--- src/rtl/mem_arb_pkg.sv ---
// Shared types and defaults for the main-memory port arbiter.
// Holds the FSM/owner encodings and the streak counter sizing helper.
package mem_arb_pkg;

   typedef enum logic [1:0] {
      IDLE = 2'd0,
      WAIT = 2'd1,
      RESP = 2'd2
   } arb_state_t;

   typedef enum logic [1:0] {
      NONE   = 2'd0,
      IFETCH = 2'd1,
      DATA   = 2'd2
   } arb_owner_t;

   localparam int DEFAULT_ADDR_W      = 32;
   localparam int DEFAULT_LINE_W      = 128;
   localparam int DEFAULT_MAX_DSTREAK = 4;

   // Counter must be able to hold the value max_streak itself.
   function automatic int streak_cnt_w(input int max_streak);
      int w;
      w = $clog2(max_streak + 1);
      return (w < 1) ? 1 : w;
   endfunction

endpackage

--- src/rtl/mem_port_arbiter_if.sv ---
// Bundles the fetch, data and memory handshakes of the shared memory port.
// master = arbiter view, slave = requesters plus memory model view.
interface mem_port_arbiter_if #(
   parameter int ADDR_W = 32,
   parameter int LINE_W = 128
);

   logic              i_req_valid;
   logic [ADDR_W-1:0] i_req_addr;
   logic              i_req_ready;
   logic              i_resp_valid;
   logic [LINE_W-1:0] i_resp_data;

   logic              d_req_valid;
   logic              d_req_write;
   logic [ADDR_W-1:0] d_req_addr;
   logic [LINE_W-1:0] d_req_wdata;
   logic              d_req_ready;
   logic              d_resp_valid;
   logic [LINE_W-1:0] d_resp_data;

   logic              mem_req_valid;
   logic              mem_req_ready;
   logic              mem_req_write;
   logic [ADDR_W-1:0] mem_req_addr;
   logic [LINE_W-1:0] mem_req_wdata;
   logic              mem_resp_valid;
   logic [LINE_W-1:0] mem_resp_data;

   modport master (
      input  i_req_valid, i_req_addr,
      output i_req_ready, i_resp_valid, i_resp_data,
      input  d_req_valid, d_req_write, d_req_addr, d_req_wdata,
      output d_req_ready, d_resp_valid, d_resp_data,
      output mem_req_valid, mem_req_write, mem_req_addr, mem_req_wdata,
      input  mem_req_ready, mem_resp_valid, mem_resp_data
   );

   modport slave (
      output i_req_valid, i_req_addr,
      input  i_req_ready, i_resp_valid, i_resp_data,
      output d_req_valid, d_req_write, d_req_addr, d_req_wdata,
      input  d_req_ready, d_resp_valid, d_resp_data,
      input  mem_req_valid, mem_req_write, mem_req_addr, mem_req_wdata,
      output mem_req_ready, mem_resp_valid, mem_resp_data
   );

endinterface

--- src/rtl/mem_arb_priority.sv ---
// Data-first winner selection with a saturating data-streak counter that
// guarantees fetch a grant after MAX_DSTREAK back-to-back data grants.
module mem_arb_priority
   import mem_arb_pkg::*;
#(
   parameter int MAX_DSTREAK = DEFAULT_MAX_DSTREAK
) (
   input  logic       clk,
   input  logic       reset,
   input  logic       i_valid,
   input  logic       d_valid,
   input  logic       i_accept,
   input  logic       d_accept,
   output arb_owner_t winner
);

   localparam int               CNT_W      = streak_cnt_w(MAX_DSTREAK);
   localparam logic [CNT_W-1:0] STREAK_MAX = CNT_W'(MAX_DSTREAK);

   logic [CNT_W-1:0] dstreak_reg;
   logic [CNT_W-1:0] dstreak_next;
   logic             fetch_starved;

   // Idle cycles leave the streak alone; only an actual fetch grant resets it.
   always_comb begin
      dstreak_next = dstreak_reg;
      if (i_accept) begin
         dstreak_next = '0;
      end else if (d_accept && (dstreak_reg != STREAK_MAX)) begin
         dstreak_next = dstreak_reg + CNT_W'(1);
      end
   end

   always_ff @(posedge clk) begin
      if (reset) begin
         dstreak_reg <= '0;
      end else begin
         dstreak_reg <= dstreak_next;
      end
   end

   assign fetch_starved = i_valid && (dstreak_reg == STREAK_MAX);

   always_comb begin
      winner = NONE;
      if (d_valid && !fetch_starved) begin
         winner = DATA;
      end else if (i_valid) begin
         winner = IFETCH;
      end
   end

endmodule

--- src/rtl/mem_port_arbiter.sv ---
// Shares one main-memory port between fetch refill and data traffic,
// one outstanding transaction at a time, response routed back to the owner.
module mem_port_arbiter
   import mem_arb_pkg::*;
#(
   parameter int ADDR_W      = DEFAULT_ADDR_W,
   parameter int LINE_W      = DEFAULT_LINE_W,
   parameter int MAX_DSTREAK = DEFAULT_MAX_DSTREAK
) (
   input  logic                clk,
   input  logic                reset,
   mem_port_arbiter_if.master  bus,
   output logic                busy
);

   arb_state_t        state_reg;
   arb_state_t        state_next;
   arb_owner_t        owner_reg;
   arb_owner_t        owner_next;
   arb_owner_t        winner;

   logic [LINE_W-1:0] i_data_reg;
   logic [LINE_W-1:0] i_data_next;
   logic [LINE_W-1:0] d_data_reg;
   logic [LINE_W-1:0] d_data_next;

   logic              granting;
   logic              i_ready;
   logic              d_ready;
   logic              i_accept;
   logic              d_accept;
   logic              req_write;
   logic [ADDR_W-1:0] req_addr;
   logic [LINE_W-1:0] req_wdata;

   mem_arb_priority #(
      .MAX_DSTREAK (MAX_DSTREAK)
   ) u_priority (
      .clk      (clk),
      .reset    (reset),
      .i_valid  (bus.i_req_valid),
      .d_valid  (bus.d_req_valid),
      .i_accept (i_accept),
      .d_accept (d_accept),
      .winner   (winner)
   );

   // Grants only exist in IDLE; reset masks them so outputs are quiet while it is held.
   assign granting = (state_reg == IDLE) && !reset && (winner != NONE);
   assign i_ready  = granting && (winner == IFETCH) && bus.mem_req_ready;
   assign d_ready  = granting && (winner == DATA) && bus.mem_req_ready;
   assign i_accept = i_ready && bus.i_req_valid;
   assign d_accept = d_ready && bus.d_req_valid;

   always_comb begin
      req_write = 1'b0;
      req_addr  = '0;
      req_wdata = '0;
      if (granting) begin
         if (winner == DATA) begin
            req_write = bus.d_req_write;
            req_addr  = bus.d_req_addr;
            req_wdata = bus.d_req_wdata;
         end else begin
            req_addr  = bus.i_req_addr;
         end
      end
   end

   assign bus.mem_req_valid = granting;
   assign bus.mem_req_write = req_write;
   assign bus.mem_req_addr  = req_addr;
   assign bus.mem_req_wdata = req_wdata;
   assign bus.i_req_ready   = i_ready;
   assign bus.d_req_ready   = d_ready;

   always_comb begin
      state_next  = state_reg;
      owner_next  = owner_reg;
      i_data_next = i_data_reg;
      d_data_next = d_data_reg;
      case (state_reg)
         IDLE: begin
            if (d_accept) begin
               state_next = WAIT;
               owner_next = DATA;
            end else if (i_accept) begin
               state_next = WAIT;
               owner_next = IFETCH;
            end
         end
         WAIT: begin
            // Separate capture registers let each port hold its own last line.
            if (bus.mem_resp_valid) begin
               state_next = RESP;
               if (owner_reg == DATA) begin
                  d_data_next = bus.mem_resp_data;
               end else begin
                  i_data_next = bus.mem_resp_data;
               end
            end
         end
         RESP: begin
            state_next = IDLE;
            owner_next = NONE;
         end
         default: begin
            state_next = IDLE;
            owner_next = NONE;
         end
      endcase
   end

   always_ff @(posedge clk) begin
      if (reset) begin
         state_reg  <= IDLE;
         owner_reg  <= NONE;
         i_data_reg <= '0;
         d_data_reg <= '0;
      end else begin
         state_reg  <= state_next;
         owner_reg  <= owner_next;
         i_data_reg <= i_data_next;
         d_data_reg <= d_data_next;
      end
   end

   assign bus.i_resp_valid = (state_reg == RESP) && (owner_reg == IFETCH) && !reset;
   assign bus.d_resp_valid = (state_reg == RESP) && (owner_reg == DATA) && !reset;
   assign bus.i_resp_data  = i_data_reg;
   assign bus.d_resp_data  = d_data_reg;
   assign busy             = (state_reg != IDLE) && !reset;

endmodule

--- src/flat_wrapper.sv ---
// flat-port wrapper written by rule: the top's interface ports become plain ports
module mem_port_arbiter_flat import mem_arb_pkg::*;
#(
   parameter int ADDR_W      = DEFAULT_ADDR_W,
   parameter int LINE_W      = DEFAULT_LINE_W,
   parameter int MAX_DSTREAK = DEFAULT_MAX_DSTREAK
)
  (clk, reset, busy, bus_i_req_valid, bus_i_req_addr, bus_i_req_ready, bus_i_resp_valid, bus_i_resp_data, bus_d_req_valid, bus_d_req_write, bus_d_req_addr, bus_d_req_wdata, bus_d_req_ready, bus_d_resp_valid, bus_d_resp_data, bus_mem_req_valid, bus_mem_req_write, bus_mem_req_addr, bus_mem_req_wdata, bus_mem_req_ready, bus_mem_resp_valid, bus_mem_resp_data);
  mem_port_arbiter_if #(.ADDR_W(ADDR_W), .LINE_W(LINE_W)) bus_i ();
  input  logic clk;
  input  logic reset;
  output logic busy;
  input wire logic [$bits(bus_i.i_req_valid)-1:0] bus_i_req_valid;
  input wire logic [$bits(bus_i.i_req_addr)-1:0] bus_i_req_addr;
  output wire logic [$bits(bus_i.i_req_ready)-1:0] bus_i_req_ready;
  output wire logic [$bits(bus_i.i_resp_valid)-1:0] bus_i_resp_valid;
  output wire logic [$bits(bus_i.i_resp_data)-1:0] bus_i_resp_data;
  input wire logic [$bits(bus_i.d_req_valid)-1:0] bus_d_req_valid;
  input wire logic [$bits(bus_i.d_req_write)-1:0] bus_d_req_write;
  input wire logic [$bits(bus_i.d_req_addr)-1:0] bus_d_req_addr;
  input wire logic [$bits(bus_i.d_req_wdata)-1:0] bus_d_req_wdata;
  output wire logic [$bits(bus_i.d_req_ready)-1:0] bus_d_req_ready;
  output wire logic [$bits(bus_i.d_resp_valid)-1:0] bus_d_resp_valid;
  output wire logic [$bits(bus_i.d_resp_data)-1:0] bus_d_resp_data;
  output wire logic [$bits(bus_i.mem_req_valid)-1:0] bus_mem_req_valid;
  output wire logic [$bits(bus_i.mem_req_write)-1:0] bus_mem_req_write;
  output wire logic [$bits(bus_i.mem_req_addr)-1:0] bus_mem_req_addr;
  output wire logic [$bits(bus_i.mem_req_wdata)-1:0] bus_mem_req_wdata;
  input wire logic [$bits(bus_i.mem_req_ready)-1:0] bus_mem_req_ready;
  input wire logic [$bits(bus_i.mem_resp_valid)-1:0] bus_mem_resp_valid;
  input wire logic [$bits(bus_i.mem_resp_data)-1:0] bus_mem_resp_data;
  assign bus_i.i_req_valid = bus_i_req_valid;
  assign bus_i.i_req_addr = bus_i_req_addr;
  assign bus_i_req_ready = bus_i.i_req_ready;
  assign bus_i_resp_valid = bus_i.i_resp_valid;
  assign bus_i_resp_data = bus_i.i_resp_data;
  assign bus_i.d_req_valid = bus_d_req_valid;
  assign bus_i.d_req_write = bus_d_req_write;
  assign bus_i.d_req_addr = bus_d_req_addr;
  assign bus_i.d_req_wdata = bus_d_req_wdata;
  assign bus_d_req_ready = bus_i.d_req_ready;
  assign bus_d_resp_valid = bus_i.d_resp_valid;
  assign bus_d_resp_data = bus_i.d_resp_data;
  assign bus_mem_req_valid = bus_i.mem_req_valid;
  assign bus_mem_req_write = bus_i.mem_req_write;
  assign bus_mem_req_addr = bus_i.mem_req_addr;
  assign bus_mem_req_wdata = bus_i.mem_req_wdata;
  assign bus_i.mem_req_ready = bus_mem_req_ready;
  assign bus_i.mem_resp_valid = bus_mem_resp_valid;
  assign bus_i.mem_resp_data = bus_mem_resp_data;
  mem_port_arbiter #(.ADDR_W(ADDR_W), .LINE_W(LINE_W), .MAX_DSTREAK(MAX_DSTREAK)) u_core (.clk(clk), .reset(reset), .bus(bus_i), .busy(busy));
endmodule
--- config.mk ---
export PLATFORM = sky130hd
export DESIGN_NAME = mem_port_arbiter_flat
export DESIGN_NICKNAME = d
export VERILOG_FILES = /design/src/rtl/mem_arb_pkg.sv /design/src/rtl/mem_port_arbiter_if.sv /design/src/rtl/mem_arb_priority.sv /design/src/rtl/mem_port_arbiter.sv /design/src/flat_wrapper.sv
export SDC_FILE = /design/constraint.sdc
export NUM_CORES = 1
export LEC_CHECK = 0
export CAP_MARGIN = 40
export CORE_AREA = 2 2 289 291
export CTS_BUF_LIST = sky130_fd_sc_hd__clkbuf_4
export DETAILED_ROUTE_END_ITERATION = 16
export DIE_AREA = 0 0 291 293
export PLACE_DENSITY = 0.48
export SETUP_SLACK_MARGIN = 0.05
export SLEW_MARGIN = 20
export SYNTH_ARGS = -nofsm -noshare
export SYNTH_HDL_FRONTEND = slang
export SYNTH_SLANG_ARGS = --single-unit
export TNS_END_PERCENT = 50
--- constraint.sdc ---
create_clock -name clk -period 1.9 [get_ports clk]
set_input_delay 0.19 -clock clk [delete_from_list [all_inputs] [get_ports clk]]
set_output_delay 0.19 -clock clk [all_outputs]
set_load 0.01 [all_outputs]
==> summary.md, run 1 <==
| Metric | Value |
|---|---|
| Status | `finished with violations` |
| Failing checks | `negative setup slack` |
| Synth-to-Final Area Change | `115%` |
| Synth Area in Simple Gates | `21.0%` |
| Total of fill cells in the finished design | `8,649` |
| DRT Pass-1 Iters | `5` |
| Share of cells above drive strength 1 | `25.0%` |
| CP Depth | `7` |
| Ys async rst share | `0%` |
| CORE AREA | `81,800 µm²` |
| Max frequency | `0.394 GHz` |
| Final core utilization | `29.9%` |
| Area after DPL | `20,400 µm²` |
| Final hold vios | `0` |
| Mux cell area share after synthesis | `0%` |
| Clock skew | `61.1 ps` |
| IO buf count | `749` |
| H-tree levels | `3` |
| R2R cell count | `5` |
| Post-synthesis compound-gate area fraction | `26.3%` |
| Die height | `293 µm` |
| Avg Cell Area, Syn | `7.72 µm²` |
| Clock slew at reported path FFs | `60 ps` |
| Largest family of logic cells by synthesized area | `compound AO/OA/AOI/OAI gates` |
| Vias | `15,100` |
| Crit-path cells | `nor3_4, and3_4, buf_12, buf_12, clkbuf_16, and2_4, buf_6` |
| IO Pins | `750` |
| Initial Utilization | `13.9%` |
| Cell family with most CP delay | `simple AND/OR/NAND/NOR gates` |
| Power Density | `593 nW/µm²` |
| Final Instance Area | `24,500 µm²` |
| Initial drt markers | `767` |
| Worst EP arrival | `2350 ps` |
| CP bufs+invs | `4` |
| First-pass GRT wire length | `102 mm` |
| Crit path required time | `1710 ps` |
| Final setup fails | `167` |
| Post-DP HPWL | `51.6 mm` |
| Total routed wirelength | `70.9 mm` |
| Worst hold path type | `input port to register` |
| Clock buffer depth | `3` |
| Vias/cell | `4.27` |
| Most common cell after layout, fill and taps aside | `clkdlybuf4s50_1` |
| CP Class | `register to primary output` |
| Clk root buf | `clkbuf_4` |
| Flop-to-flop setup slack | `10 ps` |
| Grt ovf | `0` |
| Critical-path top delay cell | `dfxtp_2` |
| CP peak stage delay | `330 ps` |
| Most frequent cells in the layout | `353 x clkdlybuf4s50_1, 285 x nand3_1, 267 x a21oi_1` |
| Adder-cell share of the synthesized area | `0.220%` |
| Skew-Pair Late Insertion Delay | `770 ps` |
| Post-Syn Area | `11,400 µm²` |
| Vias in the first global route | `15,400` |
| Die Area | `85,300 µm²` |
| Max-Cap Viols | `0` |
| Synth Warn # | `0` |
| CTS tree | `done` |
| Routed length per instance | `20.1 µm` |
| Xor and xnor fraction of the mapped netlist area | `0%` |
| Total GRT Usage | `15.7%` |
| FF/Latch Area | `5270 µm²` |
| Fin crit period | `2540 ps` |
| Setup WS post-layout | `-635 ps` |
| Worst slew pin tran | `841 ps` |
| Type of origin of the critical path | `register` |
| Max VDD drop | `0.398 mV` |
| Final ANT Viol Nets | `0` |
| Hold WS | `121 ps` |
| Max FO, Critical Path | `7` |
| Seq/Total Area, Yosys | `46.2%` |
| Largest net degree at the start of global routing | `150` |
| Chip Width | `291 µm` |
| Period utilization | `133%` |
| Row count | `105` |
| Hold path depth | `3` |
| RSZ-0062 raised after global routing | `yes` |
| Unique masters post-synth | `34` |
| Leak pwr | `0.0122 µW` |
| Sink Count | `263` |
| Slew Limit Fails | `0` |
| Mapped Cells | `1,474` |
| Drt drc | `0` |
| Commonest register cell after synthesis | `dfxtp_1` |
| Multi-input gate area | `6080 µm²` |
| Nets | `2,721` |
| Initial antenna violation count | `9` |
| Critical path capture point type | `primary output` |
| Yosys reg bits | `263` |
| Syn nets | `1,803` |
| Rel. slew slack | `43.9%` |
| Num CTS Buffers | `79` |
| Most used cell, CP | `buf_12` |
| GPL Wtd Cong | `1.02` |
| Number of flops mapped to enable cells by yosys | `0` |
[report_power, final]
group	switching (µW)	leakage, µW	total, µW	internal (µW)
clock	2620	0.000599	5570	2960
sequential	56.6	0.00213	5680	5630
combinational	1490	0.00950	3250	1760
[metal layers]
layer,share of wire [%],track usage [%],up-vias,routed length [µm]
met5,0.28,1.53,-,200
met4,3.1,5.64,6,2170
met3,8.4,5.59,115,5930
met2,46,24.8,602,32300
met1,43,19.5,7219,30200
li1,-,-,7114,-
[through the flow]
stage               setup TNS (ps)  total power [µW]  worst slack [ps]  std cells
floorplan                        0              6680               143       1474
global placement            -75220              8450              -560       3197
detailed placement          -84560              8470              -618       3197
CTS                        -123080             14600              -797       3504
global route               -119370             15200              -794       3525
finish                      -90160             14500              -635       3526
[synthesized netlist by cell type (all sizes together), types with 2 or more instances]
cell type	instances	area [µm²]
ha	2	25.0
a211oi	4	52.6
or3	3	18.8
and3	3	20.0
o21ai	292	1460
inv	6	22.5
a21oi	288	1440
clkbuf	139	522
nand2	2	7.51
buf	34	161
nor2	5	18.8
and2	130	813
nand3	289	1450
dfxtp	263	5270
[logic make-up (layout without fill, tap and decap cells)]
logic type,after synthesis,after routing
adder cells (fa/ha/maj),2,2
buffers and inverters,179,1151
flip-flops,263,263
other,0,7
AO/OA/AOI/OAI,589,589
AND/OR/NAND/NOR,441,444
[cell type report]
class	instances	area share, %
Timing Repair Buffer	1007	43.9
Clock inverter	21	0.516
Tap cell	1070	5.47
Multi-Input combinational cell	1035	24.9
Sequential cell	263	21.5
Antenna cell	7	0.0716
Clock buffer	117	3.59
Inverter	6	0.0920
[tightest hold or removal path, delay by kind of cell]
kind	cells	cell delay (ps)
and+or+nand+nor	1	90
buffers and inverters	1	480
AOI/OAI and AO/OA	1	50
[path summary, 6_finish.rpt]
path | from | end
worst max-delay path | u_core.state_reg[0] | bus_mem_req_wdata[47]
worst min-delay path | bus_mem_resp_data[68] | u_core.bus.d_resp_data[68]
worst max register to register | u_core.state_reg[1] | u_core.u_priority.dstreak_reg[0]
worst min register to register | u_core.bus.d_resp_data[17] | u_core.bus.d_resp_data[17]
[what timing repair did]
action | 4_1_cts | 5_1_grt
hold buffers | 124 | 0
setup buffers | 35 | 14
hold endpoints to repair | 243 | 0
setup endpoints to repair | 424 | 379
gates resized for setup | 938 | 359
pin swaps | 50 | 69
gates cloned | 12 | 6
No activity file was read; power rests on OpenSTA's default activity.
==> inputs of run 2 (changes only) <==
Settings changed: SETUP_SLACK_MARGIN 0.05 to not set.
==> summary.md, run 2 (same netlist as run 1, synthesis figures left out) <==
| Metric | Value |
|---|---|
| Nets | `2,723 (was 2,721)` |
| Setup WS post-layout | `-648 ps (was -635 ps)` |
| CP Class | `register to primary output (unchanged)` |
| Status | `finished with violations (unchanged)` |
| Post-DP HPWL | `54.9 mm (was 51.6 mm)` |
| Skew-Pair Late Insertion Delay | `790 ps (was 770 ps)` |
| Worst hold path type | `input port to register (unchanged)` |
| Chip Width | `291 µm (unchanged)` |
| Total GRT Usage | `15.9% (was 15.7%)` |
| CP peak stage delay | `320 ps (was 330 ps)` |
| Area after DPL | `20,700 µm² (was 20,400 µm²)` |
| Sw frac | `27.9% (was 28.7%)` |
| Vias in the first global route | `14,800 (was 15,400)` |
| Sw power | `4070 µW (was 4170 µW)` |
| Power Total | `14,600 µW (was 14,500 µW)` |
| Most used cell, CP | `clkbuf_16 (was buf_12)` |
| CTS tree | `done (unchanged)` |
| Initial Utilization | `13.9% (unchanged)` |
| Worst EP arrival | `2360 ps (was 2350 ps)` |
| Worst slew pin tran | `903 ps (was 841 ps)` |
| Internal power | `10,500 µW (was 10,300 µW)` |
| Share of cells above drive strength 1 | `23.1% (was 25.0%)` |
| IO buf count | `749 (unchanged)` |
| Clock slew at reported path FFs | `60 ps (about the same)` |
| Crit path required time | `1710 ps (about the same)` |
| Max-Cap Viols | `0 (unchanged)` |
| Placed cell count | `3,219 (was 3,197)` |
| Hold WS | `116 ps (was 121 ps)` |
| Vias | `14,800 (was 15,100)` |
| Cell family with most CP delay | `buffers and inverters (was simple AND/OR/NAND/NOR gates)` |
| Most common cell after layout, fill and taps aside | `clkdlybuf4s50_1 (unchanged)` |
| Critical path capture point type | `primary output (unchanged)` |
| RSZ-0062 raised after global routing | `yes (unchanged)` |
| Period utilization | `134% (was 133%)` |
| Sink Count | `263 (unchanged)` |
| Final Instance Area | `24,000 µm² (was 24,500 µm²)` |
| Largest net degree at the start of global routing | `146 (was 150)` |
| Routed length per instance | `20.5 µm (was 20.1 µm)` |
| Rel. slew slack | `39.8% (was 43.9%)` |
| Critical-path top delay cell | `dfxtp_2 (unchanged)` |
| Type of origin of the critical path | `register (unchanged)` |
| Sequential power share | `39.0% (was 39.2%)` |
| Max VDD drop | `0.399 mV (was 0.398 mV)` |
| Leak pwr | `0.00940 µW (was 0.0122 µW)` |
| Initial drt markers | `766 (was 767)` |
| Post-route setup TNS | `-90,280 ps (was -90,160 ps)` |
| H-tree levels | `3 (unchanged)` |
| Slew Limit Fails | `0 (unchanged)` |
| Die Area | `85,300 µm² (unchanged)` |
| Total routed wirelength | `72.3 mm (was 70.9 mm)` |
| Finished Layout Cells | `3,523 (was 3,526)` |
| First-pass GRT wire length | `102 mm (about the same)` |
| Final setup fails | `169 (was 167)` |
| Grt ovf | `0 (unchanged)` |
| Clock power frac | `39.1% (was 38.4%)` |
| Clk root buf | `clkbuf_4 (unchanged)` |
| CORE AREA | `81,800 µm² (unchanged)` |
| CP bufs+invs | `5 (was 4)` |
| Initial antenna violation count | `12 (was 9)` |
| Clock buffer depth | `3 (unchanged)` |
| Most frequent cells in the layout | `540 x clkdlybuf4s50_1, 283 x nand3_1, 272 x a21oi_1 (was 353 x clkdlybuf4s50_1, 285 x nand3_1, 267 x a21oi_1)` |
| Comb pwr share | `21.9% (was 22.4%)` |
| Row count | `105 (unchanged)` |
| Die height | `293 µm (unchanged)` |
| Max FO, Critical Path | `5 (was 7)` |
| Drt drc | `0 (unchanged)` |
| Final ANT Viol Nets | `0 (unchanged)` |
| Power Density | `607 nW/µm² (was 593 nW/µm²)` |
| Synth-to-Final Area Change | `111% (was 115%)` |
| Num CTS Buffers | `79 (unchanged)` |
| IO Pins | `750 (unchanged)` |
| Max frequency | `0.393 GHz (was 0.394 GHz)` |
| Crit-path cells | `inv_2, ha_4, nand3_4, and3_4, buf_12, clkbuf_16, clkbuf_16, and2_4, buf_6 (was nor3_4, and3_4, buf_12, buf_12, clkbuf_16, and2_4, buf_6)` |
| Final hold vios | `0 (unchanged)` |
| DRT Pass-1 Iters | `5 (unchanged)` |
| GPL Wtd Cong | `0.913 (was 1.02)` |
| Clock skew | `64.4 ps (was 61.1 ps)` |
| Failing checks | `negative setup slack (unchanged)` |
| Fin crit period | `2550 ps (was 2540 ps)` |
| Vias/cell | `4.21 (was 4.27)` |
==> run 2: changes by cell type in the layout (fill, tap and decap cells not counted), moves of 20 or more <==
cell / delta
clkdlybuf4s50_1: +187
dlymetal6s2s_1: -140
dlygate4sd2_1: -44
o21ai_0: +32
clkbuf_2: +29
buf_6: -25
o21ai_1: -21
and2_4: -20
==> run 2: area by class of cell <==
type,instances,area [µm²]
timing repair buffer,1012,10500
fill,8690,57800
inverter,6,22.5
antenna,7,17.5
multi-input combinational,1032,5880
sequential,263,5270
clock inverter,26,210
clock buffer,107,803
tap,1070,1340
==> run 2: final timing paths <==
path	startpoint	end	slack (ps)	depth (start not counted)
max	u_core.u_priority.dstreak_reg[1]	bus_mem_req_wdata[45]	-650	9
min	bus_mem_resp_data[63]	u_core.bus.d_resp_data[63]	120	3
max reg2reg	u_core.state_reg[1]	u_core.u_priority.dstreak_reg[1]	10	5
min reg2reg	u_core.bus.d_resp_data[50]	u_core.bus.d_resp_data[50]	470	2
==> run 2: timing repair <==
action | 4_1_cts | 5_1_grt
gates resized for setup | 315 | 614
pin swaps | 8 | 47
cloned | 6 | 10
hold buffers | 126 | 0
hold endpoints to repair | 240 | 0
buffers inserted | 11 | 18
setup endpoints to repair | 420 | 419
==> run 2: worst min-delay path: cells and delay by family <==
family / cells / cell delay, ps
compound gates: 1 / 60
buf+inv: 1 / 490
simple gates: 1 / 110
==> run 2: layer usage <==
layer | vias to the layer above | share of wire [%] | track usage [%]
li1 | 7106 | - | -
met1 | 7104 | 43 | 19.8
met2 | 558 | 49 | 27.5
met3 | 79 | 6.3 | 3.90
met4 | 0 | 1.6 | 3.80
met5 | - | 0 | 0
==> run 2: power by group through the flow <==
stage	registers, µW	clock network, µW	logic [µW]
after global routing	5700	6270	3390
after detailed placement	5810	0	2750
after CTS	5690	5950	3010
after floorplan	5850	0	833
after global placement	5800	0	2740
final	5690	5700	3200
==> run 2: metrics by stage <==
step                worst slack (ps)  util, %
floorplan                       49.7        -
global placement                -568     25.3
detailed placement              -567     25.3
CTS                            -1100     28.6
global route                    -792     29.4
finish                          -648     29.4
